===== config.mk =====
export PLATFORM = sky130hd
export DESIGN_NAME = mem_port_arbiter_flat
export DESIGN_NICKNAME = d
export VERILOG_FILES = /design/src/rtl/mem_port_arbiter_if.sv /design/src/rtl/mem_port_arbiter.sv /design/src/flat_wrapper.sv
export SDC_FILE = /design/constraint.sdc
export NUM_CORES = 1
export LEC_CHECK = 0
export ABC_AREA = 1
export BUFFER_PORTS_ARGS = -buffer_cell sky130_fd_sc_hd__buf_4
export CAP_MARGIN = 10
export CORE_MARGIN = 3
export CORE_UTILIZATION = 45
export DETAILED_ROUTE_END_ITERATION = 10
export PLACE_DENSITY = 0.9
export RECOVER_POWER = 50
export SETUP_SLACK_MARGIN = 0.5
export SKIP_CTS_REPAIR_TIMING = 1
export SYNTH_ARGS = -nofsm -noshare
export SYNTH_HDL_FRONTEND = slang
export SYNTH_SLANG_ARGS = --single-unit

===== constraint.sdc =====
create_clock -name clk -period 1.8 [get_ports clk]
set_input_delay 0.18 -clock clk [delete_from_list [all_inputs] [get_ports clk]]
set_output_delay 0.18 -clock clk [all_outputs]
set_load 0.1 [all_outputs]

===== src/rtl/mem_port_arbiter_if.sv =====
// Requester-side and memory-side signals of mem_port_arbiter bundled as one interface.
// The arbiter connects through the slave modport; a requester/memory harness uses master.
interface mem_port_arbiter_if #(
    parameter int AW = 32,
    parameter int DW = 32
);
    logic          cpu_req;
    logic          cpu_we;
    logic [AW-1:0] cpu_addr;
    logic [DW-1:0] cpu_wdata;
    logic          cpu_ack;
    logic          dbg_req;
    logic          dbg_we;
    logic [AW-1:0] dbg_addr;
    logic [DW-1:0] dbg_wdata;
    logic          dbg_ack;
    logic [DW-1:0] rdata;
    logic [AW-1:0] mem_addr;
    logic          mem_we;
    logic [DW-1:0] mem_wdata;
    logic [DW-1:0] mem_rdata;
    logic          busy;

    modport slave (
        input  cpu_req, cpu_we, cpu_addr, cpu_wdata,
        input  dbg_req, dbg_we, dbg_addr, dbg_wdata,
        input  mem_rdata,
        output cpu_ack, dbg_ack, rdata, mem_addr, mem_we, mem_wdata, busy
    );

    modport master (
        output cpu_req, cpu_we, cpu_addr, cpu_wdata,
        output dbg_req, dbg_we, dbg_addr, dbg_wdata,
        output mem_rdata,
        input  cpu_ack, dbg_ack, rdata, mem_addr, mem_we, mem_wdata, busy
    );
endinterface


===== src/rtl/mem_port_arbiter.sv =====
// Serializes cpu and debug-loader accesses onto one single-port memory, with read
// wait-states, bounded debug starvation and a one-cycle ack per completed access.
module mem_port_arbiter #(
    parameter int AW         = 32,
    parameter int DW         = 32,
    parameter int RD_LAT     = 1,
    parameter int STARVE_MAX = 4
) (
    input  logic              clk,
    input  logic              reset,
    mem_port_arbiter_if.slave bus
);
    localparam int SW = $clog2(STARVE_MAX + 1);
    localparam int WW = (RD_LAT > 1) ? $clog2(RD_LAT) : 1;
    localparam logic [SW-1:0] SMAX      = SW'(STARVE_MAX);
    localparam logic [WW-1:0] WAIT_INIT = WW'(RD_LAT - 1);

    typedef enum logic [1:0] {IDLE, ACCESS, WAIT, DONE} state_e;

    state_e        state_q, state_d;
    logic          owner_dbg_q, owner_dbg_d;
    logic          we_q, we_d;
    logic [AW-1:0] addr_q, addr_d;
    logic [DW-1:0] wdata_q, wdata_d;
    logic [DW-1:0] rdata_q, rdata_d;
    logic [SW-1:0] starve_cnt_q, starve_cnt_d;
    logic [WW-1:0] wait_cnt_q, wait_cnt_d;
    logic          grant_dbg;

    // Debug only preempts a waiting cpu once it has been passed over STARVE_MAX times.
    assign grant_dbg = bus.dbg_req && (!bus.cpu_req || (starve_cnt_q == SMAX));

    always_ff @(posedge clk) begin
        if (reset) begin
            state_q      <= IDLE;
            owner_dbg_q  <= 1'b0;
            we_q         <= 1'b0;
            addr_q       <= '0;
            wdata_q      <= '0;
            rdata_q      <= '0;
            starve_cnt_q <= '0;
            wait_cnt_q   <= '0;
        end else begin
            state_q      <= state_d;
            owner_dbg_q  <= owner_dbg_d;
            we_q         <= we_d;
            addr_q       <= addr_d;
            wdata_q      <= wdata_d;
            rdata_q      <= rdata_d;
            starve_cnt_q <= starve_cnt_d;
            wait_cnt_q   <= wait_cnt_d;
        end
    end

    always_comb begin
        state_d      = state_q;
        owner_dbg_d  = owner_dbg_q;
        we_d         = we_q;
        addr_d       = addr_q;
        wdata_d      = wdata_q;
        rdata_d      = rdata_q;
        starve_cnt_d = starve_cnt_q;
        wait_cnt_d   = wait_cnt_q;
        case (state_q)
            IDLE: begin
                if (bus.cpu_req || bus.dbg_req) begin
                    owner_dbg_d = grant_dbg;
                    we_d        = grant_dbg ? bus.dbg_we    : bus.cpu_we;
                    addr_d      = grant_dbg ? bus.dbg_addr  : bus.cpu_addr;
                    wdata_d     = grant_dbg ? bus.dbg_wdata : bus.cpu_wdata;
                    if (grant_dbg || !bus.dbg_req)
                        starve_cnt_d = '0;
                    else if (starve_cnt_q != SMAX)
                        starve_cnt_d = starve_cnt_q + 1'b1;
                    state_d = ACCESS;
                end
            end
            ACCESS: begin
                if (we_q) begin
                    state_d = DONE;
                end else begin
                    wait_cnt_d = WAIT_INIT;
                    state_d    = WAIT;
                end
            end
            WAIT: begin
                // Last wait cycle is exactly RD_LAT cycles after the address went out.
                if (wait_cnt_q == '0) begin
                    rdata_d = bus.mem_rdata;
                    state_d = DONE;
                end else begin
                    wait_cnt_d = wait_cnt_q - 1'b1;
                end
            end
            DONE:    state_d = IDLE;
            default: state_d = IDLE;
        endcase
    end

    assign bus.mem_addr  = addr_q;
    assign bus.mem_wdata = wdata_q;
    assign bus.mem_we    = (state_q == ACCESS) && we_q;
    assign bus.cpu_ack   = (state_q == DONE) && !owner_dbg_q;
    assign bus.dbg_ack   = (state_q == DONE) && owner_dbg_q;
    assign bus.rdata     = rdata_q;
    assign bus.busy      = (state_q != IDLE);
endmodule


===== src/flat_wrapper.sv =====
// flat-port wrapper written by rule: the top's interface ports become plain ports
module mem_port_arbiter_flat 
#(
    parameter int AW         = 32,
    parameter int DW         = 32,
    parameter int RD_LAT     = 1,
    parameter int STARVE_MAX = 4
)
  (clk, reset, bus_cpu_req, bus_cpu_we, bus_cpu_addr, bus_cpu_wdata, bus_dbg_req, bus_dbg_we, bus_dbg_addr, bus_dbg_wdata, bus_mem_rdata, bus_cpu_ack, bus_dbg_ack, bus_rdata, bus_mem_addr, bus_mem_we, bus_mem_wdata, bus_busy);
  mem_port_arbiter_if #(.AW(AW), .DW(DW)) bus_i ();
  input  logic clk;
  input  logic reset;
  input wire logic [$bits(bus_i.cpu_req)-1:0] bus_cpu_req;
  input wire logic [$bits(bus_i.cpu_we)-1:0] bus_cpu_we;
  input wire logic [$bits(bus_i.cpu_addr)-1:0] bus_cpu_addr;
  input wire logic [$bits(bus_i.cpu_wdata)-1:0] bus_cpu_wdata;
  input wire logic [$bits(bus_i.dbg_req)-1:0] bus_dbg_req;
  input wire logic [$bits(bus_i.dbg_we)-1:0] bus_dbg_we;
  input wire logic [$bits(bus_i.dbg_addr)-1:0] bus_dbg_addr;
  input wire logic [$bits(bus_i.dbg_wdata)-1:0] bus_dbg_wdata;
  input wire logic [$bits(bus_i.mem_rdata)-1:0] bus_mem_rdata;
  output wire logic [$bits(bus_i.cpu_ack)-1:0] bus_cpu_ack;
  output wire logic [$bits(bus_i.dbg_ack)-1:0] bus_dbg_ack;
  output wire logic [$bits(bus_i.rdata)-1:0] bus_rdata;
  output wire logic [$bits(bus_i.mem_addr)-1:0] bus_mem_addr;
  output wire logic [$bits(bus_i.mem_we)-1:0] bus_mem_we;
  output wire logic [$bits(bus_i.mem_wdata)-1:0] bus_mem_wdata;
  output wire logic [$bits(bus_i.busy)-1:0] bus_busy;
  assign bus_i.cpu_req = bus_cpu_req;
  assign bus_i.cpu_we = bus_cpu_we;
  assign bus_i.cpu_addr = bus_cpu_addr;
  assign bus_i.cpu_wdata = bus_cpu_wdata;
  assign bus_i.dbg_req = bus_dbg_req;
  assign bus_i.dbg_we = bus_dbg_we;
  assign bus_i.dbg_addr = bus_dbg_addr;
  assign bus_i.dbg_wdata = bus_dbg_wdata;
  assign bus_i.mem_rdata = bus_mem_rdata;
  assign bus_cpu_ack = bus_i.cpu_ack;
  assign bus_dbg_ack = bus_i.dbg_ack;
  assign bus_rdata = bus_i.rdata;
  assign bus_mem_addr = bus_i.mem_addr;
  assign bus_mem_we = bus_i.mem_we;
  assign bus_mem_wdata = bus_i.mem_wdata;
  assign bus_busy = bus_i.busy;
  mem_port_arbiter #(.AW(AW), .DW(DW), .RD_LAT(RD_LAT), .STARVE_MAX(STARVE_MAX)) u_core (.clk(clk), .reset(reset), .bus(bus_i));
endmodule

==> reports/summary.txt, run 1 <==
outcome = completed
fmax = 599 MHz
fill count = 630
detailed-route vias per instance = 5.57
area of the multi-input gates = 3040 um^2
Max Cap Violations = 0
PwrDens = 1990 nW/um^2
prevailing post-synth register cell = dfxtp_1
Slew HR = 55.9%
Synth Area per Inst = 6.51 um^2
Final Cell Area = 8870 um^2
syn_nets = 931
Final Max Tran Viols = 0
CTS Sinks = 103
setup TNS = 0 ps
Post-Place Setup Slack = 227 ps
final setup vio count = 0
IO buf count = 265
final hold vios = 0
Avg WL per Cell = 20.9 um
# DRC = 0
Req. time, crit path = 2130 ps
EDFF count, synth = 0
ANT nets after route = 0
Ys Warns = 0
Hold WC Path Type = in2reg
routed vias = 6565
Reg2Reg Depth = 7
vias in the first global route = 5191
CTS buffer count = 9
final worst slack = 131 ps
Max FO, Critical Path = 12
Synth cell types = 17
sequential area share after synthesis = 41.7%
first-pass GRT wire length = 24.4 mm
Final period util = 92.7%
CTS root buf = clkbuf_8
overall power = 17.7 mW
r2r setup slk = 130 ps
#FFs+latches synth = 103
RSZ-0062 raised after global routing = yes
chip width = 111 um
Non-Filler Instances = 1178
CP startpoint kind = register
dpl cell area = 7080 um^2
Final #Nets = 1209
crit path to = u_core.bus.mem_addr[15]$_SDFFE_PP0P_
Tot GR Track Use = 23.7%
ratio of cells with drive above 1 in the final layout = 51.3%
r2r endpoint = u_core.bus.mem_addr[15]$_SDFFE_PP0P_
worst-margin pin slew = 662 ps
Leak = 4.66 nW
clock skew = 18.1 ps
total gr overflow = 0
die area = 12300 um^2
post-DP HPWL = 11.2 mm
hold path depth = 3
DRT Pass-1 Iters = 6
Data arrival, critical path = 2000 ps
num rows = 37
Mapped Area = 4940 um^2
starting density of the core = 47.0%
final core utilization = 84.4%
Antenna diodes = 0
Post-Syn Instances = 759
critical path class = reg2reg
Reg-to-Reg Start = u_core.state_q[0]$_SDFFE_PP0P_
Area growth, synth to finish = 79.5%
overall routed net length = 24.6 mm
Critical Path Sink Type = register
clock transition at the registers of the reported paths = 130 ps
Worst-Skew Late Latency = 380 ps
placed cell count = 1121
initial antenna violation count = 0
worst hold margin = 7.45 ps
Tmin final = 1670 ps
Max VDD drop = 1.38 mV
CTS H-tree lvls = 3
largest net degree at the start of global routing = 67
Die Y = 111 um
TritonCTS clock tree = yes
clk buf depth = 2
Core ar. = 10500 um^2
Reg area = 2100 um^2
crit path launch = u_core.state_q[0]$_SDFFE_PP0P_
Initial DRC Count = 611
count of boundary I/O pins = 266
RePlAce Congestion = 0.893
ys async rst share = 0%
critical path, stage by stage (launching register included):
cell     delay [ps]
dfxtp_4         400
inv_4            70
ha_4            230
nand2_1         310
buf_6           290
a21oi_1         190
nand2_1          80
inv_1            60
sequential cells by signal (all words and copies together), names as in the netlist:
register and count:
u_core.we_q 1, u_core.bus.mem_wdata 32, u_core.bus.mem_addr 32, u_core.state_q 2, u_core.owner_dbg_q 1, u_core.starve_cnt_q 3, u_core.bus.rdata 32
cell type report:
cell class	instances	area share (%)
inverters	146	6.57
repair inverters	1	0.183
clock buffers	9	1.40
clock inverters	7	0.832
multi-input cells	461	34.3
well taps	136	1.92
flip-flops and latches	103	23.7
repair buffers	315	31.1
Yosys cell counts (5+ instances only):
| master | number | area, um^2 |
|---|---|---|
| inv_1 | 141 | 529 |
| nand3_1 | 133 | 666 |
| dfxtp_1 | 103 | 2060 |
| clkbuf_1 | 23 | 86.3 |
| o21ai_1 | 36 | 180 |
| buf_1 | 5 | 18.8 |
| nand2_1 | 143 | 537 |
| buf_2 | 17 | 85.1 |
| a21oi_1 | 68 | 340 |
| nor2_1 | 70 | 263 |
| ha_1 | 6 | 75.1 |
| buf_6 | 5 | 56.3 |
| inv_2 | 5 | 18.8 |
per-layer routing:
layer,up-vias,global-route usage [%],wire [um]
li1,2908,-,-
met1,2982,26.7,8430
met2,512,42.3,11500
met3,163,6.66,2790
met4,0,8.95,1860
met5,-,0,0
cell families (layout without fill, tap and decap cells):
group           count (synthesis)  after routing  synth area share [%]
fa+ha+maj                       6              6                  1.52
simple gates                  348            350                  29.9
compound gates                105            105                  10.6
buf+inv                       197            478                  16.2
flops                         103            103                  41.7
worst min path at each step:
| stage | from | endpoint | slack [ps] |
|---|---|---|---|
| 2_1_floorplan | bus_mem_rdata[1] | u_core.bus.rdata[1]$_SDFFE_PP0N_ | 310 |
| 3_3_place_gp | bus_mem_rdata[20] | u_core.bus.rdata[20]$_SDFFE_PP0N_ | 400 |
| 3_5_place_dp | bus_mem_rdata[25] | u_core.bus.rdata[25]$_SDFFE_PP0N_ | 410 |
| 4_1_cts | bus_mem_rdata[21] | u_core.bus.rdata[21]$_SDFFE_PP0N_ | 2 |
| 5_1_grt | bus_mem_rdata[21] | u_core.bus.rdata[21]$_SDFFE_PP0N_ | 3 |
| 6_report | bus_mem_rdata[16] | u_core.bus.rdata[16]$_SDFFE_PP0N_ | 7 |
power by group:
group / switching [mW] / total [mW] / internal [mW]
registers: 0.530 / 3.73 / 3.20
logic: 9.51 / 12.5 / 2.95
clock network: 0.943 / 1.49 / 0.548
total: 11.0 / 17.7 / 6.70
cells in the final DEF, fill, tap and decap left out, types with 2 or more instances in the layout:
master,instances
a21oi_1,65
a21oi_2,3
buf_12,20
buf_4,171
buf_6,7
clkbuf_16,19
clkbuf_2,96
clkbuf_8,9
clkinv_4,3
clkinv_8,3
clkinvlp_4,2
dfxtp_1,75
dfxtp_2,26
dfxtp_4,2
ha_1,2
ha_4,4
inv_1,131
inv_2,8
inv_4,2
inv_6,3
inv_8,2
nand2_1,79
nand2_2,18
nand2_4,45
nand2_8,4
nand3_1,51
nand3_2,81
nor2_1,68
nor2_4,2
o21ai_0,2
o21ai_1,33
Note: power is estimated with default switching activity, not from simulation.
==> run 2, diff against run 1 <==
--- a/config.mk
+++ b/config.mk
@@ -9,9 +9,9 @@
 export BUFFER_PORTS_ARGS = -buffer_cell sky130_fd_sc_hd__buf_4
 export CAP_MARGIN = 10
 export CORE_MARGIN = 3
-export CORE_UTILIZATION = 45
+export CORE_UTILIZATION = 40
 export DETAILED_ROUTE_END_ITERATION = 10
-export PLACE_DENSITY = 0.9
+export PLACE_DENSITY = 0.83
 export RECOVER_POWER = 50
 export SETUP_SLACK_MARGIN = 0.5
 export SKIP_CTS_REPAIR_TIMING = 1
==> run 2 against run 1 <==
- count of clock-buffer cells in the layout rose by 1
- sequential cell count unchanged
- maximum frequency grew 12%
- utilization decreased by 12 points
- total power shrank 2.6%
- hold slack improved by 36 ps
- design area decreased by 3.9%
- clock skew decreased by 11 ps
- critical path type unchanged
- highest routed layer unchanged
==> reports/summary.txt, run 2 (synthesized netlist as in run 1, its figures left out) <==
Slew HR = 55.7%
Tot GR Track Use = 21.4%
Tmin final = 1490 ps
Crit path top cell by count = nand3_1
Critical Path Sink Type = register
total gr overflow = 0
Hold WC Path Type = in2reg
CP max stage delay = 350 ps
Final Cell Area = 8530 um^2
clock skew = 7.13 ps
outcome = completed
Max Cap Violations = 0
largest net degree at the start of global routing = 55
Max FO, Critical Path = 10
# DRC = 0
chip width = 117 um
CTS Sinks = 103
CP startpoint kind = register
Slowest-stage cell, CP = dfxtp_2
vias in the first global route = 4913
first-pass GRT wire length = 23.2 mm
Core ar. = 11800 um^2
Die Y = 117 um
hold path depth = 3
worst-margin pin slew = 665 ps
routed vias = 6192
die area = 13700 um^2
clock transition at the registers of the reported paths = 70 ps
RSZ-0062 raised after global routing = yes
CP Cell Sequence = inv_2 > ha_4 > nand2_4 > nand2_8 > buf_4 > buf_8 > nand3_1 > nand3_1 > nand2_1 > inv_1
fmax = 669 MHz
initial antenna violation count = 0
RePlAce Congestion = 0.815
final setup vio count = 0
CTS buffer count = 9
DRT Pass-1 Iters = 5
Initial DRC Count = 761
CTS H-tree lvls = 3
Antenna diodes = 0
num rows = 39
Req. time, crit path = 2050 ps
Avg WL per Cell = 18.0 um
setup TNS = 0 ps
post-DP HPWL = 11.4 mm
overall power = 17.2 mW
fill count = 941
ratio of cells with drive above 1 in the final layout = 45.8%
starting density of the core = 42.0%
CTS root buf = clkbuf_16
TritonCTS clock tree = yes
Non-Filler Instances = 1200
most frequent cells in the layout = buf_4, inv_1, clkbuf_2
count of boundary I/O pins = 266
placed cell count = 1149
leading cell type in the layout, fill and taps excluded = buf_4
Leak = 4.53 nW
ANT nets after route = 0
worst hold margin = 43.4 ps
clk buf depth = 2
overall routed net length = 21.6 mm
PwrDens = 2020 nW/um^2
Max VDD drop = 1.39 mV
Data arrival, critical path = 1750 ps
IO buf count = 265
final hold vios = 0
Worst-Skew Late Latency = 350 ps
Final period util = 83.1%
critical path class = reg2reg
detailed-route vias per instance = 5.16
Final Max Tran Viols = 0
Reg2Reg Depth = 10
Area growth, synth to finish = 72.5%
Final #Nets = 1203
dpl cell area = 7090 um^2
-- run 2: layout make-up --
type	instances	area (um^2)	area share [%]
clock buffer	10	229	2.69
clock inverter	6	66.3	0.778
inverter	146	583	6.84
multi-input combinational	461	2780	32.5
sequential	103	2100	24.7
tap	164	205	2.41
timing repair buffer	310	2570	30.1
-- run 2: layer usage --
metal  share of wire, %  GRT usage (%)  vias up
met2                 49           36.0      368
li1                   -              -     2906
met3                 10           7.46       67
met5                  0              0        -
met4                3.9           8.72        0
met1                 36           24.9     2851
-- run 2: worst max-delay path: cells and delay by family, from the launching register on --
| kind | cells | cell delay, ps |
|---|---|---|
| AND/OR/NAND/NOR | 5 | 460 |
| buffers and inverters | 4 | 420 |
| flip-flops | 1 | 350 |
| adder cells (fa/ha/maj) | 1 | 160 |
-- run 2: worst paths after layout --
path / startpoint / to / slack, ps
min: bus_mem_rdata[30] / u_core.bus.rdata[30]$_SDFFE_PP0N_ / 40
max reg2reg: u_core.starve_cnt_q[0]$_SDFFE_PP0P_ / u_core.bus.mem_addr[13]$_SDFFE_PP0P_ / 310
min reg2reg: u_core.bus.rdata[12]$_SDFFE_PP0N_ / u_core.bus.rdata[12]$_SDFFE_PP0N_ / 480
max: u_core.starve_cnt_q[0]$_SDFFE_PP0P_ / u_core.bus.mem_addr[13]$_SDFFE_PP0P_ / 310
-- run 2: report_power, final --
| part | leakage, nW | internal [mW] | switching, mW |
|---|---|---|---|
| Combinational | 3.53 | 2.55 | 8.97 |
| Sequential | 0.861 | 3.20 | 0.501 |
| Clock | 0.148 | 1.09 | 0.905 |
| Total | 4.53 | 6.84 | 10.4 |
-- run 2: metrics by stage --
step / utilization, % / worst slack (ps)
after CTS: 62.8 / 165
final: 72.5 / 305
after floorplan: - / 375
after detailed placement: 60.3 / 251
after global placement: 60.3 / 306
after global routing: 72.5 / 233
